`src/rtl/pico_ctrl_if.sv`:
```
// Bus between the pico control unit and its imem / regfile / ALU / I/O neighbours.
// The alucodes live here so every consumer of the bus sees one encoding.
`ifndef PICO_ALUCODES
`define PICO_ALUCODES
`define RA   3'd0
`define RB   3'd1
`define RADD 3'd2
`define RSUB 3'd3
`define RAND 3'd4
`define ROR  3'd5
`define RXOR 3'd6
`define RMUL 3'd7
`endif

interface pico_ctrl_if #(
    parameter int PC_W    = 8,
    parameter int N       = 8,
    parameter int INSTR_W = 20
);
    logic [PC_W-1:0]    instr_addr;
    logic [INSTR_W-1:0] instr;
    logic               zf;
    logic [2:0]         alu_func;
    logic [N-1:0]       imm;
    logic               b_sel;
    logic               wd_sel;
    logic [2:0]         ra_addr;
    logic [2:0]         rb_addr;
    logic [2:0]         wa;
    logic               we;
    logic               in_valid;
    logic               in_ready;
    logic               out_valid;
    logic               out_ready;
    logic               halted;

    modport master (
        output instr_addr, alu_func, imm, b_sel, wd_sel, ra_addr, rb_addr, wa, we,
               in_ready, out_valid, halted,
        input  instr, zf, in_valid, out_ready
    );

    modport slave (
        input  instr_addr, alu_func, imm, b_sel, wd_sel, ra_addr, rb_addr, wa, we,
               in_ready, out_valid, halted,
        output instr, zf, in_valid, out_ready
    );
endinterface

```
`src/rtl/pico_ctrl.sv`:
```
// Multicycle FETCH/EXEC control unit for the pico MIPS core: owns pc and ir,
// decodes ALU controls and regfile writes, resolves branches, runs the I/O handshakes.
module pico_ctrl #(
    parameter int PC_W    = 8,
    parameter int N       = 8,
    parameter int INSTR_W = 20
) (
    input logic          clk,
    input logic          n_reset,
    pico_ctrl_if.master  bus
);
    localparam logic [3:0] OP_ADD  = 4'h1;
    localparam logic [3:0] OP_ADDI = 4'h2;
    localparam logic [3:0] OP_SUB  = 4'h3;
    localparam logic [3:0] OP_SUBI = 4'h4;
    localparam logic [3:0] OP_MULI = 4'h5;
    localparam logic [3:0] OP_AND  = 4'h6;
    localparam logic [3:0] OP_OR   = 4'h7;
    localparam logic [3:0] OP_XOR  = 4'h8;
    localparam logic [3:0] OP_LDI  = 4'h9;
    localparam logic [3:0] OP_BEQ  = 4'hA;
    localparam logic [3:0] OP_BNE  = 4'hB;
    localparam logic [3:0] OP_J    = 4'hC;
    localparam logic [3:0] OP_IN   = 4'hD;
    localparam logic [3:0] OP_OUT  = 4'hE;
    localparam logic [3:0] OP_HALT = 4'hF;

    typedef enum logic [2:0] {FETCH, EXEC, WAIT_IN, WAIT_OUT, HALT} state_t;

    state_t             state;
    logic [PC_W-1:0]    pc;
    logic [INSTR_W-1:0] ir;

    logic [3:0]      op;
    logic [2:0]      rd, rs;
    logic [N-1:0]    imm_f;
    logic            unused_bits;
    logic [2:0]      dec_func;
    logic            dec_bsel, dec_wr, taken;
    logic [PC_W-1:0] pc_inc, br_tgt, j_tgt;

    assign op          = ir[19:16];
    assign rd          = ir[15:13];
    assign rs          = ir[12:10];
    assign imm_f       = ir[N-1:0];
    assign unused_bits = ^ir[9:8];

    assign pc_inc = pc + PC_W'(1);
    assign br_tgt = pc + PC_W'($signed(imm_f));
    assign j_tgt  = PC_W'(imm_f);
    assign taken  = (op == OP_BEQ) ? bus.zf : ~bus.zf;

    always_comb begin
        dec_func = `RA;
        dec_bsel = 1'b0;
        dec_wr   = 1'b0;
        case (op)
            OP_ADD:          begin dec_func = `RADD; dec_wr = 1'b1; end
            OP_ADDI:         begin dec_func = `RADD; dec_wr = 1'b1; dec_bsel = 1'b1; end
            OP_SUB:          begin dec_func = `RSUB; dec_wr = 1'b1; end
            OP_SUBI:         begin dec_func = `RSUB; dec_wr = 1'b1; dec_bsel = 1'b1; end
            OP_MULI:         begin dec_func = `RMUL; dec_wr = 1'b1; dec_bsel = 1'b1; end
            OP_AND:          begin dec_func = `RAND; dec_wr = 1'b1; end
            OP_OR:           begin dec_func = `ROR;  dec_wr = 1'b1; end
            OP_XOR:          begin dec_func = `RXOR; dec_wr = 1'b1; end
            OP_LDI:          begin dec_func = `RB;   dec_wr = 1'b1; dec_bsel = 1'b1; end
            OP_BEQ, OP_BNE:  dec_func = `RSUB;
            default:         ;
        endcase
    end

    // Outputs are pure decode of state/ir, so an async reset drops them at once.
    assign bus.instr_addr = pc;
    assign bus.alu_func   = (state == EXEC) ? dec_func : `RA;
    assign bus.b_sel      = (state == EXEC) & dec_bsel;
    assign bus.wd_sel     = (state == WAIT_IN);
    assign bus.imm        = imm_f;
    assign bus.ra_addr    = rd;
    assign bus.rb_addr    = rs;
    assign bus.wa         = rd;
    assign bus.we         = ((state == EXEC) & dec_wr) | ((state == WAIT_IN) & bus.in_valid);
    assign bus.in_ready   = (state == WAIT_IN);
    assign bus.out_valid  = (state == WAIT_OUT);
    assign bus.halted     = (state == HALT);

    always_ff @(posedge clk or negedge n_reset) begin
        if (!n_reset) begin
            state <= FETCH;
            pc    <= '0;
            ir    <= '0;
        end else begin
            case (state)
                FETCH: begin
                    ir    <= bus.instr;
                    state <= EXEC;
                end
                EXEC: begin
                    state <= FETCH;
                    case (op)
                        OP_BEQ, OP_BNE: pc <= taken ? br_tgt : pc_inc;
                        OP_J:           pc <= j_tgt;
                        OP_IN:          state <= WAIT_IN;
                        OP_OUT:         state <= WAIT_OUT;
                        OP_HALT:        state <= HALT;
                        default:        pc <= pc_inc;
                    endcase
                end
                WAIT_IN: if (bus.in_valid) begin
                    pc    <= pc_inc;
                    state <= FETCH;
                end
                WAIT_OUT: if (bus.out_ready) begin
                    pc    <= pc_inc;
                    state <= FETCH;
                end
                HALT:    ;
                default: state <= FETCH;
            endcase
        end
    end
endmodule

```
`src/flat_wrapper.sv`:
```
// flat-port wrapper written by rule: the top's interface ports become plain ports
module pico_ctrl_flat 
#(
    parameter int PC_W    = 8,
    parameter int N       = 8,
    parameter int INSTR_W = 20
)
  (clk, n_reset, bus_instr_addr, bus_alu_func, bus_imm, bus_b_sel, bus_wd_sel, bus_ra_addr, bus_rb_addr, bus_wa, bus_we, bus_in_ready, bus_out_valid, bus_halted, bus_instr, bus_zf, bus_in_valid, bus_out_ready);
  pico_ctrl_if #(.PC_W(PC_W), .N(N), .INSTR_W(INSTR_W)) bus_i ();
  input logic clk;
  input logic n_reset;
  output wire logic [$bits(bus_i.instr_addr)-1:0] bus_instr_addr;
  output wire logic [$bits(bus_i.alu_func)-1:0] bus_alu_func;
  output wire logic [$bits(bus_i.imm)-1:0] bus_imm;
  output wire logic [$bits(bus_i.b_sel)-1:0] bus_b_sel;
  output wire logic [$bits(bus_i.wd_sel)-1:0] bus_wd_sel;
  output wire logic [$bits(bus_i.ra_addr)-1:0] bus_ra_addr;
  output wire logic [$bits(bus_i.rb_addr)-1:0] bus_rb_addr;
  output wire logic [$bits(bus_i.wa)-1:0] bus_wa;
  output wire logic [$bits(bus_i.we)-1:0] bus_we;
  output wire logic [$bits(bus_i.in_ready)-1:0] bus_in_ready;
  output wire logic [$bits(bus_i.out_valid)-1:0] bus_out_valid;
  output wire logic [$bits(bus_i.halted)-1:0] bus_halted;
  input wire logic [$bits(bus_i.instr)-1:0] bus_instr;
  input wire logic [$bits(bus_i.zf)-1:0] bus_zf;
  input wire logic [$bits(bus_i.in_valid)-1:0] bus_in_valid;
  input wire logic [$bits(bus_i.out_ready)-1:0] bus_out_ready;
  assign bus_instr_addr = bus_i.instr_addr;
  assign bus_alu_func = bus_i.alu_func;
  assign bus_imm = bus_i.imm;
  assign bus_b_sel = bus_i.b_sel;
  assign bus_wd_sel = bus_i.wd_sel;
  assign bus_ra_addr = bus_i.ra_addr;
  assign bus_rb_addr = bus_i.rb_addr;
  assign bus_wa = bus_i.wa;
  assign bus_we = bus_i.we;
  assign bus_in_ready = bus_i.in_ready;
  assign bus_out_valid = bus_i.out_valid;
  assign bus_halted = bus_i.halted;
  assign bus_i.instr = bus_instr;
  assign bus_i.zf = bus_zf;
  assign bus_i.in_valid = bus_in_valid;
  assign bus_i.out_ready = bus_out_ready;
  pico_ctrl #(.PC_W(PC_W), .N(N), .INSTR_W(INSTR_W)) u_core (.clk(clk), .n_reset(n_reset), .bus(bus_i));
endmodule
```
`config.mk`:
```
export PLATFORM = sky130hd
export DESIGN_NAME = pico_ctrl_flat
export DESIGN_NICKNAME = d
export VERILOG_FILES = /design/src/rtl/pico_ctrl_if.sv /design/src/rtl/pico_ctrl.sv /design/src/flat_wrapper.sv
export SDC_FILE = /design/constraint.sdc
export NUM_CORES = 1
export LEC_CHECK = 0
export ABC_AREA = 1
export CAP_MARGIN = 10
export CORE_MARGIN = 5
export CORE_UTILIZATION = 52
export DETAILED_ROUTE_END_ITERATION = 10
export GPL_TIMING_DRIVEN = 0
export PLACE_DENSITY = 0.86
export SYNTH_ARGS = -nofsm -noshare
export SYNTH_HDL_FRONTEND = slang
export SYNTH_SLANG_ARGS = --single-unit
```
`constraint.sdc`:
```
create_clock -name clk -period 4.9 [get_ports clk]
set_input_delay 0.98 -clock clk [delete_from_list [all_inputs] [get_ports clk]]
set_output_delay 0.98 -clock clk [all_outputs]
set_load 0.02 [all_outputs]
```
==> impl_results.md <==
* Run status: complete, no violations
* Worst Path Arrival at 2.22 ns
* Post-CTS Repair Setup Buffers at 0
* Number of setup violations in the final report at 0
* Compound-Gate Fraction of Synth Area at 11.1%
* Row count at 23
* Final Max Tran Viols at 0
* Period utilization at 65.3%
* Gate count after technology mapping at 290
* Number of hold buffers added after cts at 0
* Total clock sinks at 29
* Setup repair after global routing missed its margin: false
* Root Buffer: sky130_fd_sc_hd__clkbuf_8
* Standard cell core area at 3940 µm²
* Total negative setup slack at 0 ns
* Final critical delay including setup and external delays at 3.20 ns
* Type of the most critical hold path: reg -> reg
* Horizontal extent of the die at 73.1 µm
* Antenna Cells at 0
* DRC marker count from the first detailed-route iteration at 68
* Combinational group share of total power at 66.7%
* Gates resized, CTS repair at 0
* Type of element capturing the critical path: output port
* Clock Skew at 0.00793 ns
* Static Leakage at 1.39 nW
* Routed Antenna Nets at 0
* Sequential Power Share at 22.2%
* Kind of critical path: in -> out
* Mux contribution to synthesized area at 0%
* Total Power at 2.31 mW
* Latest clock arrival within the worst-skew pair at 0.28 ns
* Flip-flop and latch count after synthesis at 29
* Power per standard cell area at 818 nW/µm²
* Simple-gate share of the synthesized area at 31.0%
* Final count of hold timing violations at 0
* Sum of overflow across all layers after global routing at 0
* Post-synth cell types at 32
* Worst slew margin at 64.7%
* Wire length per cell at 12.5 µm
* Slew at the pin closest to its max-slew limit at 0.528 ns
* Combinational family with the most area after synthesis: simple AND/OR/NAND/NOR gates
* Max stage delay on crit path at 0.59 ns
* Worst voltage drop across the vdd grid at 0.439 mV
* Worst path top cell family by delay: buffers and inverters
* Net Sw Frac at 47.2%
* Count of input and output buffers at 56
* Commonest non-fill, non-tap cell in the layout: sky130_fd_sc_hd__nand2_1
* Routability congestion estimate from global placement at 0.914
* Tot GR Track Use at 20.9%
* Post-route DRC at 0
* Worst R2R Start: u_core.ir[0]
* Antenna violations before repair at 0
* Die ar. at 5350 µm²
* Synthesized Nets at 324
* Chip height at 73.1 µm
* Startpoint of the most critical hold path: u_core.ir[11]
* Worst path required time at 3.92 ns
* Cells traversed along the worst timing path: clkdlybuf4s50_1 > nand2_1 > nand2_1 > clkdlybuf4s50_1
* Fill cells at 315
* Syn Std Cell Area at 2070 µm²
* I/O pins at 59
* CTS clk-pin slew, worst paths at 0.06 ns
* Vias in the first global route at 1999
* Post-Synthesis Mean Instance Area at 7.15 µm²
* Arithmetic-cell share of the synthesized area counting full adders, half adders and majority gates at 5.79%
* Proportion of layout cells with a drive suffix above 1 at 12.1%
* Total of warnings raised by yosys at 0
* Signed area change from the synthesized netlist to the final layout at 36.4%
* Total net switching power at 1.09 mW
* Relative contribution of the clock network to total power at 11.1%
* Number of detailed-routing iterations run before antenna repair at 4
* Internal power at 1.22 mW
* Maximum fanout along the worst path at 2
* TritonCTS clock tree: yes
* Cell with the largest stage delay on the worst path: sky130_fd_sc_hd__clkdlybuf4s50_1
* Final #Nets at 388
* DP Wirelength at 3.97 mm
* Number of buffers and inverters on the critical path at 2
* Via-per-instance ratio at 4.96
* Maximum number of pins on one net before global-route repair at 20
* Commonest cells after routing, fill and taps aside: sky130_fd_sc_hd__nand2_1 (105), sky130_fd_sc_hd__clkdlybuf4s50_1 (56), sky130_fd_sc_hd__dfrtp_1 (29)
* Crit. Startpoint: bus_in_valid
* Detailed-route wire length at 5.04 mm
* First-pass GRT wire length at 8.65 mm
* Post-synthesis xor/xnor area fraction at 4.59%
* Type of element launching the critical path: primary input
* Total number of vias at 2007
* Starting density of the core at 52.6%
* TritonCTS Buffers at 5
* Buffers from clock root to sink, at most at 2
* Max H-tree Level at 2
* Maximum capacitance violations at 0
* Proportion of synthesized chip area in sequential cells at 35.0%
* Max Fclk at 312 MHz
[final timing paths]
check	endpoint	slack, ns	cells past startpoint
hold / removal	u_core.ir[11]	0.48	2
hold reg to reg	u_core.ir[11]	0.48	2
min in group asynchronous	u_core.ir[0]	1.05	1
setup / recovery	bus_we	1.70	4
max in group asynchronous	u_core.ir[6]	3.33	2
setup reg to reg	u_core.bus.instr_addr[6]	3.04	12
[per-layer routing]
metal | vias to the layer above | GRT usage [%] | share of wire (%)
li1 | 1035 | - | -
met1 | 905 | 24.8 | 42
met2 | 53 | 35.6 | 49
met3 | 14 | 4.96 | 6.0
met4 | 0 | 9.02 | 2.7
met5 | - | 0 | 0
[worst min-delay path: stages (launching register included)]
cell and delay (ns):
sky130_fd_sc_hd__dfrtp_1 0.35, sky130_fd_sc_hd__nand2_1 0.05, sky130_fd_sc_hd__nand2_1 0.05
[metrics by stage]
| step | setup slack, ns | area (µm²) | util [%] | hold WS, ns | instances |
|---|---|---|---|---|---|
| CTS | 1.70 | 2830 | 71.7 | 0.485 | 405 |
| finish | 1.70 | 2830 | 71.7 | 0.482 | 405 |
| global placement | 1.70 | 2700 | 68.4 | 0.464 | 396 |
| global route | 1.64 | 2830 | 71.7 | 0.519 | 405 |
| detailed placement | 1.70 | 2710 | 68.8 | 0.468 | 397 |
| floorplan | 2.63 | 2070 | - | 0.450 | 290 |
[flip-flops by register name (all words and copies together) (netlist names)]
name	count
u_core.bus.instr_addr	8
u_core.ir	18
u_core.state	3
[cells in the mapped netlist]
library cell	instances	area [µm²]
sky130_fd_sc_hd__xnor2_1	4	35.0
sky130_fd_sc_hd__nand3_2	2	20.0
sky130_fd_sc_hd__clkbuf_1	3	11.3
sky130_fd_sc_hd__inv_2	3	11.3
sky130_fd_sc_hd__a31o_2	1	8.76
sky130_fd_sc_hd__o21ai_0	11	55.1
sky130_fd_sc_hd__nor2_4	1	11.3
sky130_fd_sc_hd__nand3b_1	1	7.51
sky130_fd_sc_hd__o311ai_0	2	17.5
sky130_fd_sc_hd__nor3_1	1	5.00
sky130_fd_sc_hd__o31ai_1	1	7.51
sky130_fd_sc_hd__dfrtp_1	29	726
sky130_fd_sc_hd__nand4_1	1	6.26
sky130_fd_sc_hd__nand2_2	2	12.5
sky130_fd_sc_hd__or2_2	1	6.26
sky130_fd_sc_hd__nand2_1	105	394
sky130_fd_sc_hd__a22oi_1	2	15.0
sky130_fd_sc_hd__o21ai_1	3	15.0
sky130_fd_sc_hd__nand2_4	1	11.3
sky130_fd_sc_hd__fa_1	1	20.0
sky130_fd_sc_hd__a21oi_1	18	90.1
sky130_fd_sc_hd__a31oi_1	2	12.5
sky130_fd_sc_hd__inv_1	21	78.8
sky130_fd_sc_hd__nor2_2	3	18.8
sky130_fd_sc_hd__nor2_1	24	90.1
sky130_fd_sc_hd__ha_1	8	100
sky130_fd_sc_hd__nand3_1	12	60.1
sky130_fd_sc_hd__xnor2_2	1	16.3
sky130_fd_sc_hd__o2bb2ai_1	1	8.76
sky130_fd_sc_hd__xor2_1	5	43.8
sky130_fd_sc_hd__buf_6	2	22.5
sky130_fd_sc_hd__buf_4	18	135
[layout make-up]
type / instances / area, µm² / share of cell area [%]
Clock buffer: 7 / 86.3 / 3.05
Tap cell: 50 / 62.6 / 2.21
Inverter: 24 / 90.1 / 3.19
Buffer: 23 / 169 / 5.97
Timing Repair Buffer: 57 / 576 / 20.4
Sequential cell: 29 / 726 / 25.7
Multi-Input combinational cell: 214 / 1090 / 38.5
Clock inverter: 1 / 30.0 / 1.06
[logic make-up (layout without fill, tap and decap cells)]
group / Yosys count / after routing
buffers and inverters: 47 / 112
xor gates and xnor gates: 10 / 10
DFF: 29 / 29
AOI/OAI and AO/OA: 41 / 41
and+or+nand+nor: 154 / 154
adders and majority gates: 9 / 9
[power groups by stage]
stage / clock network [mW] / registers, mW / logic (mW)
5_1_grt: 0.271 / 0.536 / 1.73
3_5_place_dp: 0 / 0.513 / 1.54
6_report: 0.256 / 0.514 / 1.54
3_3_place_gp: 0 / 0.506 / 1.50
2_1_floorplan: 0 / 0.518 / 1.03
4_1_cts: 0.259 / 0.511 / 1.55
Power figures use the tool's default switching activity.
